$ cat src/rtl/rvv_backend_pkg.sv
// Shared vector-backend types: execution-unit encoding, Uop Queue payload and
// the reservation-station credit-width helper.
package rvv_backend_pkg;

  typedef enum logic [1:0] {
    EXE_ALU = 2'd0,
    EXE_MUL = 2'd1,
    EXE_LSU = 2'd2,
    EXE_ILL = 2'd3
  } EXE_UNIT_e;

  localparam int unsigned UOP_INSN_W = 32;
  localparam int unsigned VREG_IDX_W = 5;

  typedef struct packed {
    logic [UOP_INSN_W-1:0] insn;
    logic [VREG_IDX_W-1:0] vd;
    EXE_UNIT_e             uop_exe_unit;
    logic                  ordered;
  } UOP_QUEUE_t;

  // Width of a credit counter able to hold 0..depth inclusive.
  function automatic int unsigned credit_w(input int unsigned depth);
    return $clog2(depth + 1);
  endfunction

endpackage

$ cat src/rtl/rvv_backend_rs_credit.sv
// Reservation-station credit counter: consumes up to two credits per cycle,
// regains one per release, saturates at DEPTH and reloads on flush.
module rvv_backend_rs_credit
  import rvv_backend_pkg::*;
#(
  parameter int unsigned DEPTH = 8
) (
  input  logic                         clk,
  input  logic                         rst,
  input  logic [1:0]                   push_cnt,
  input  logic                         rel,
  input  logic                         reload,
  output logic [credit_w(DEPTH)-1:0]   credit
);

  localparam int unsigned CW = credit_w(DEPTH);

  logic [CW:0] sum_c;

  // One extra bit so a release at full credit is visible before clamping.
  always_comb begin
    sum_c = (CW+1)'(credit) + (CW+1)'(rel) - (CW+1)'(push_cnt);
  end

  always_ff @(posedge clk) begin
    if (rst || reload) begin
      credit <= CW'(DEPTH);
    end else if (sum_c > (CW+1)'(DEPTH)) begin
      credit <= CW'(DEPTH);
    end else begin
      credit <= sum_c[CW-1:0];
    end
  end

endmodule

$ cat src/rtl/rvv_backend_dispatch_ctrl.sv
// Two-wide in-order dispatch from the Uop Queue into the ALU/MUL/LSU
// reservation stations, gated by RS credits, ROB room and ordering.
module rvv_backend_dispatch_ctrl
  import rvv_backend_pkg::*;
#(
  parameter int unsigned ALU_RS_DEPTH = 8,
  parameter int unsigned MUL_RS_DEPTH = 4,
  parameter int unsigned LSU_RS_DEPTH = 4
) (
  input  logic       clk,
  input  logic       rst,
  input  logic       flush,
  input  logic       uq_valid0,
  input  logic       uq_valid1,
  input  UOP_QUEUE_t uq_data0,
  input  UOP_QUEUE_t uq_data1,
  output logic       uq_pop0,
  output logic       uq_pop1,
  output logic       dsp_valid0,
  output logic       dsp_valid1,
  output UOP_QUEUE_t dsp_data0,
  output UOP_QUEUE_t dsp_data1,
  input  logic       alu_rel,
  input  logic       mul_rel,
  input  logic       lsu_rel,
  input  logic       rob_full,
  input  logic       rob_1left_to_full,
  input  logic       rob_empty,
  output logic       dsp_err
);

  localparam int unsigned ALU_CW = credit_w(ALU_RS_DEPTH);
  localparam int unsigned MUL_CW = credit_w(MUL_RS_DEPTH);
  localparam int unsigned LSU_CW = credit_w(LSU_RS_DEPTH);

  localparam logic [0:0] ST_RUN        = 1'b0;
  localparam logic [0:0] ST_WAIT_EMPTY = 1'b1;

  logic [0:0]        state;
  logic [0:0]        state_nxt;
  logic [ALU_CW-1:0] alu_credit;
  logic [MUL_CW-1:0] mul_credit;
  logic [LSU_CW-1:0] lsu_credit;
  logic [1:0]        alu_push_c;
  logic [1:0]        mul_push_c;
  logic [1:0]        lsu_push_c;
  logic [3:0]        ge1_c;
  logic [3:0]        ge2_c;
  logic              quiet_c;
  logic              legal0_c;
  logic              legal1_c;
  logic              err_set_c;
  EXE_UNIT_e         unit0_c;
  EXE_UNIT_e         unit1_c;

  assign unit0_c  = uq_data0.uop_exe_unit;
  assign unit1_c  = uq_data1.uop_exe_unit;
  assign legal0_c = (unit0_c != EXE_ILL);
  assign legal1_c = (unit1_c != EXE_ILL);
  assign quiet_c  = rob_empty & ~dsp_valid0 & ~dsp_valid1;

  // Per-unit credit availability; the illegal encoding never has credit.
  assign ge1_c = {1'b0, 32'(lsu_credit) >= 32'd1, 32'(mul_credit) >= 32'd1,
                  32'(alu_credit) >= 32'd1};
  assign ge2_c = {1'b0, 32'(lsu_credit) >= 32'd2, 32'(mul_credit) >= 32'd2,
                  32'(alu_credit) >= 32'd2};

  assign err_set_c = ~flush & ((uq_valid0 & ~legal0_c) | (uq_valid1 & ~legal1_c));

  // Next-state and pop decode.
  always_comb begin
    state_nxt = state;
    uq_pop0   = 1'b0;
    uq_pop1   = 1'b0;
    case (state)
      ST_RUN: begin
        uq_pop0 = ~rst & ~flush & uq_valid0 & legal0_c & ge1_c[unit0_c] & ~rob_full
                & (~uq_data0.ordered | quiet_c);
        if (uq_valid0 & uq_data0.ordered & ~quiet_c) begin
          state_nxt = ST_WAIT_EMPTY;
        end
      end
      ST_WAIT_EMPTY: begin
        if (quiet_c) begin
          state_nxt = ST_RUN;
        end
      end
      default: state_nxt = ST_RUN;
    endcase
    uq_pop1 = uq_pop0 & uq_valid1 & ~uq_data0.ordered & ~uq_data1.ordered & legal1_c
            & ~rob_1left_to_full
            & ((unit1_c == unit0_c) ? ge2_c[unit1_c] : ge1_c[unit1_c]);
    if (flush) begin
      state_nxt = ST_RUN;
    end
  end

  always_ff @(posedge clk) begin
    if (rst) begin
      state      <= ST_RUN;
      dsp_valid0 <= 1'b0;
      dsp_valid1 <= 1'b0;
      dsp_data0  <= '0;
      dsp_data1  <= '0;
      dsp_err    <= 1'b0;
    end else begin
      state      <= state_nxt;
      dsp_valid0 <= uq_pop0;
      dsp_valid1 <= uq_pop1;
      dsp_data0  <= uq_data0;
      dsp_data1  <= uq_data1;
      dsp_err    <= dsp_err | err_set_c;
    end
  end

  assign alu_push_c = 2'(uq_pop0 && unit0_c == EXE_ALU) + 2'(uq_pop1 && unit1_c == EXE_ALU);
  assign mul_push_c = 2'(uq_pop0 && unit0_c == EXE_MUL) + 2'(uq_pop1 && unit1_c == EXE_MUL);
  assign lsu_push_c = 2'(uq_pop0 && unit0_c == EXE_LSU) + 2'(uq_pop1 && unit1_c == EXE_LSU);

  rvv_backend_rs_credit #(.DEPTH(ALU_RS_DEPTH)) u_alu_credit (
    .clk(clk), .rst(rst), .push_cnt(alu_push_c), .rel(alu_rel), .reload(flush),
    .credit(alu_credit)
  );

  rvv_backend_rs_credit #(.DEPTH(MUL_RS_DEPTH)) u_mul_credit (
    .clk(clk), .rst(rst), .push_cnt(mul_push_c), .rel(mul_rel), .reload(flush),
    .credit(mul_credit)
  );

  rvv_backend_rs_credit #(.DEPTH(LSU_RS_DEPTH)) u_lsu_credit (
    .clk(clk), .rst(rst), .push_cnt(lsu_push_c), .rel(lsu_rel), .reload(flush),
    .credit(lsu_credit)
  );

endmodule

$ cat config.mk
export PLATFORM = sky130hd
export DESIGN_NAME = rvv_backend_dispatch_ctrl
export DESIGN_NICKNAME = d
export VERILOG_FILES = /design/src/rtl/rvv_backend_pkg.sv /design/src/rtl/rvv_backend_rs_credit.sv /design/src/rtl/rvv_backend_dispatch_ctrl.sv
export SDC_FILE = /design/constraint.sdc
export NUM_CORES = 1
export LEC_CHECK = 0
export BUFFER_PORTS_ARGS = -buffer_cell sky130_fd_sc_hd__buf_2
export CAP_MARGIN = 10
export CORE_MARGIN = 4
export CORE_UTILIZATION = 40
export CTS_BUF_LIST = sky130_fd_sc_hd__clkbuf_4 sky130_fd_sc_hd__clkbuf_8
export CTS_CLUSTER_SIZE = 14
export DETAILED_ROUTE_END_ITERATION = 16
export PLACE_DENSITY = 0.73
export SLEW_MARGIN = 20
export SYNTH_ARGS = -nofsm -noshare
export SYNTH_HDL_FRONTEND = slang
export SYNTH_SLANG_ARGS = --single-unit
export TNS_END_PERCENT = 100
$ cat constraint.sdc
create_clock -name clk -period 9.8 [get_ports clk]
set_input_delay 1.96 -clock clk [delete_from_list [all_inputs] [get_ports clk]]
set_output_delay 1.96 -clock clk [all_outputs]
set_load 0.02 [all_outputs]
# After elaboration in Yosys (flattened, before gate mapping)
# Cells that the tools add are included.
# classes
n_eq_ne	7
addsub	9
muxes	11
order_cmp	11
bitwise_logic	34
n_reduce_logical	13
# ops
op	n
1-bit AND	19
1-bit NOT	12
3-bit by 1-bit adder with 4-bit output	2
4-bit by 3-bit greater-than comparator with 1-bit output, second input constant	2
2-bit OR reduction	4
4-bit by 2-bit subtractor with 4-bit output	2
1-bit 2-to-1 mux	7
1-bit by 1-bit adder with 2-bit output	3
1-bit binary-select mux with 2-bit select	3
3-bit by 1-bit greater-or-equal comparator with 1-bit output, second input constant	2
3-bit by 2-bit greater-or-equal comparator with 1-bit output, second input constant	2
1-bit logical AND	6
2-bit by 3-bit < comparator with 1-bit output, second input constant	2
4-bit by 1-bit adder with 5-bit output	1
5-bit by 4-bit greater-than comparator with 1-bit output, second input constant	1
5-bit by 2-bit subtractor with 5-bit output	1
2-bit by 1-bit == test with 1-bit output, second input constant	2
2-bit == test, second input constant	2
4-bit by 1-bit greater-or-equal comparator with 1-bit output, second input constant	1
4-bit by 2-bit greater-or-equal comparator with 1-bit output, second input constant	1
2-bit logical NOT	2
2-bit inequality test, second input constant	2
1-bit OR	3
2-bit == test	1
2 further kinds	2
# word_totals
output_inout_bits	85
register_bits	94
wordCells	100

# Depth between registers and ports, before layout
# depth
ltp_word	19
ltp_mapped	15

# Cells and area by module
# A second synthesis with hierarchy kept.
# hier_totals
cells_unflattened	304
area_unflattened_um2	3315.7
# modules_own_cells
module	cells_per_inst	n_inst	seq_area_each_um2	area_each_um2
rvv_backend_dispatch_ctrl	218	1	1681.6	2511.2
rvv_backend_rs_credit (u_lsu_credit ...)	25	2	60.1	241.5
rvv_backend_rs_credit (u_alu_credit)	36	1	80.1	321.6

# Worst setup path after synthesis
# OpenSTA, ideal clock, no wires.
# synth_path
kind	input port to output port
startpoint	input port uq_data0[0] (netlist bit)
endpoint	output port uq_pop1
stages	4
required_ns	7.840
arrival_time_ns	3.215
setup_slack_ns	4.625
path_cell_list	or4b_1 > a21oi_2 > nand2_2 > nor3_1
# synth_via
elab_chain_cells	10
# synth_lines
element	line	rtl
from (decl)	rvv_backend_dispatch_ctrl.sv:15	input UOP_QUEUE_t uq_data0,
1-bit NOT *	rvv_backend_dispatch_ctrl.sv:78, rvv_backend_dispatch_ctrl.sv:90	
1-bit OR	rvv_backend_dispatch_ctrl.sv:78	& (~uq_data0.ordered | quiet_c);
1-bit AND	rvv_backend_dispatch_ctrl.sv:78	
1-bit 2-to-1 mux	rvv_backend_dispatch_ctrl.sv:75	case (state)
1-bit AND	rvv_backend_dispatch_ctrl.sv:90	uq_pop1 = uq_pop0 & uq_valid1 & ~uq_data0.ordered & ~uq_data1.ordered & legal1_c
1-bit AND * (3 in a row)	rvv_backend_dispatch_ctrl.sv:90	
1-bit AND *	rvv_backend_dispatch_ctrl.sv:91	& ~rob_1left_to_full
1-bit AND *	rvv_backend_dispatch_ctrl.sv:92	& ((unit1_c == unit0_c) ? ge2_c[unit1_c] : ge1_c[unit1_c]);
to (decl)	rvv_backend_dispatch_ctrl.sv:18	output logic uq_pop1,
# Mark *: on every way between the ends. The rest lies on a longest branch, timed or not.

# Worst setup path in the final report
# layout_path
startpoint	input port rst
endpoint	output port uq_pop1
# layout_via
elab_chain_cells	14
# layout_lines
element	line	rtl
from (decl)	rvv_backend_dispatch_ctrl.sv:11	input logic rst,
1-bit NOT	rvv_backend_dispatch_ctrl.sv:77	uq_pop0 = ~rst & ~flush & uq_valid0 & legal0_c & ge1_c[unit0_c] & ~rob_full
1-bit AND (5 in a row)	rvv_backend_dispatch_ctrl.sv:77	
1-bit AND	rvv_backend_dispatch_ctrl.sv:78	
1-bit 2-to-1 mux	rvv_backend_dispatch_ctrl.sv:75	
1-bit AND (4 in a row)	rvv_backend_dispatch_ctrl.sv:90	
1-bit AND	rvv_backend_dispatch_ctrl.sv:91	
1-bit AND	rvv_backend_dispatch_ctrl.sv:92	
# Every way passes these cells.

==> results.json <==
{
  "run_status": "complete, no violations",
  "synth_area_um2": 3280,
  "met2WireLength_mm": 4.47,
  "startpoint_type": "input pin",
  "utilization_pct": 56.4,
  "cts_buffers": 9,
  "synth_seq_cells": 94,
  "grt_max_degree": 83,
  "drt_iter0_drc": 102,
  "multi_input_area_um2": 1260,
  "ctsHtreeMaxLevel": 3,
  "fin_setup_tns_ns": 0,
  "routabilityCongestion": 0.776,
  "synth_cell_types": 43,
  "post-route-min-period_ns": 5.52,
  "die_h_um": 98.5,
  "nFillCells": 699,
  "grt_pass1_wl_mm": 13.1,
  "final_cell_mix": "buf_2 (175), dfxtp_1 (94), nor2b_1 (83)",
  "yosys_warnings": 0,
  "clk_root_buffer_cell": "clkbuf_8",
  "clk_path_buf_depth": 2,
  "numPortBuffers": 175,
  "dr_wl_met3_um": 710,
  "drive_above_1_share_pct": 42.5,
  "overflow": 0,
  "clock-sinks": 94,
  "topRoutingLayerUsed": "met4",
  "nets": 577,
  "seqCellArea_um2": 1880,
  "postCtsSetupBuffers": 0,
  "seq_area_frac_synth_pct": 57.4,
  "avgSynthCellArea_um2": 11.2,
  "fp-row-count": 32,
  "m1WireLength_mm": 3.07,
  "endpoint_kind": "output pin",
  "setup_viol": 0,
  "synth_nets": 403,
  "peakVddDrop_mv": 0.0646,
  "area_delta_synth_final_pct": 34.9,
  "critPathMostFrequentCell": "buf_2",
  "pin_count": 176,
  "p_per_area_nw_per_um2": 166,
  "maxSlewViolCount": 0,
  "rsz0062_at_grt": "false",
  "cp_cell_sequence": "buf_2 > buf_4 > nor2_4 > and4_1 > nand3_4 > nor3_1 > buf_2",
  "path_clk_slew_ns": 0.09,
  "critPathMaxFanout": 82,
  "drv_cap": 0,
  "skew_ns": 0.00764,
  "layout_commonest_cell": "buf_2",
  "holdBufCountCts": 0,
  "chipWidth_um": 98.5,
  "hpwl_mm": 6.59,
  "clock_latency_ns": 0.35,
  "first_pass_iters": 4,
  "synth_top_area_cell": "dfxtp_1",
  "power_leakage_nw": 2.21,
  "required_ns": 7.84,
  "grt_pass1_vias": 2499,
  "diodes": 0,
  "cts_resized": 0,
  "hold_path.class": "reg -> reg",
  "post-route-drc-count": 0,
  "vias_per_cell": 4.45,
  "slew_headroom_pct": 46.4,
  "netlist_instances": 294,
  "crit_type": "in -> out",
  "crit_arrival_ns": 3.56,
  "critPathSlowestCell": "buf_4",
  "die_area_um2": 9710,
  "initial_core_util_pct": 41.8,
  "cts_tree": "built",
  "max_stage_delay_ns": 0.35,
  "wl_per_cell_um": 14.5,
  "fmax_ghz": 0.181,
  "drtAntennaViolNets": 0,
  "antenna_found_initial": 0,
  "routed_wl_mm": 8.34,
  "yosysTopAreaCellShare_pct": 57.4,
  "worst_pin_slew_ns": 0.805,
  "synth_area_leaders": "dfxtp_1 (57%), nor2b_1 (16%), ha_1 (4.6%)",
  "grt_usage_pct": 17.4,
  "core_um2": 7850,
  "finalHoldViolCount": 0,
  "dr_total_vias": 2556,
  "post-route-period-util_pct": 56.3
}
-- sequential cells by signal, indices dropped and copies added, names as in the netlist, 3 cells and up --
name	count
u_alu_credit.credit	4
u_mul_credit.credit	3
dsp_data1	40
dsp_data0	40
u_lsu_credit.credit	3
-- per-layer routing --
| metal | up-vias | track usage, % |
|---|---|---|
| met5 | - | 0 |
| met4 | 0 | 4.94 |
| met3 | 7 | 6.65 |
| met2 | 106 | 30.9 |
| met1 | 1173 | 19.3 |
| li1 | 1270 | - |
-- worst paths after layout --
kind / start / end / slack (ns) / depth (start not counted)
min reg2reg: dsp_err / dsp_err / 0.48 / 2
min: dsp_err / dsp_err / 0.48 / 2
max reg2reg: u_alu_credit.credit[2] / u_alu_credit.credit[3] / 6.22 / 15
max: rst / uq_pop1 / 4.28 / 7
-- power breakdown --
group | leakage (nW) | internal, W | total (W) | switching, W
Combinational | 1.34 | 0.0000370 | 0.0000886 | 0.0000516
Sequential | 0.780 | 0.000400 | 0.000404 | 0.00000414
Clock | 0.0890 | 0.000104 | 0.000244 | 0.000141
Total | 2.21 | 0.000540 | 0.000736 | 0.000196
-- cell type report --
cell class	instances	area share [%]
Clock buffer	10	3.11
Clock inverter	6	1.22
Inverter	21	1.78
Multi-Input combinational cell	166	28.5
Sequential cell	94	42.5
Tap cell	102	2.88
Timing Repair Buffer	176	20.0
-- synth_stat cells, drive strengths merged --
cell	instances
fa	6
o311a	1
xor2	2
nor3b	2
nand4b	1
or4b	1
o211ai	2
a21oi	3
a21o	1
nor2	9
nor4	2
nor4b	4
xnor2	4
ha	12
a211oi	1
o21ai	2
or2	1
o22ai	1
inv	21
nor4bb	1
nand3	5
nor2b	83
and3	2
o21bai	1
nand2b	1
o31ai	1
clkbuf	8
nor3	7
buf	5
and4	1
nand2	3
dfxtp	94
and2	5
a22oi	1
-- through the flow --
stage / setup slack [ns] / instances / power, W / hold WS (ns) / instance area, um^2
floorplan: 4.63 / 294 / 0.000462 / 0.542 / 3280
global placement: 4.31 / 559 / 0.000501 / 0.452 / 4230
detailed placement: 4.30 / 559 / 0.000502 / 0.455 / 4230
CTS: 4.28 / 575 / 0.000744 / 0.478 / 4420
global route: 4.14 / 575 / 0.000771 / 0.531 / 4420
finish: 4.28 / 575 / 0.000736 / 0.477 / 4420
-- worst max-delay path, delay by kind of cell --
family | cells | cell delay [ns]
buffers and inverters | 3 | 0.64
AND/OR/NAND/NOR | 4 | 0.92
-- cell families (layout without fill, tap and decap cells) --
family                   count (synthesis)  in the layout  share of synthesized area, %
AND/OR/NAND/NOR                        128            128                          25.3
flip-flops                              94             94                          57.4
buffers and inverters                   34            213                          4.16
adder cells (fa/ha/maj)                 18             18                          8.24
AO/OA/AOI/OAI                           14             14                          3.28
XOR/XNOR                                 6              6                          1.60
No activity file was read; power rests on OpenSTA's default activity.
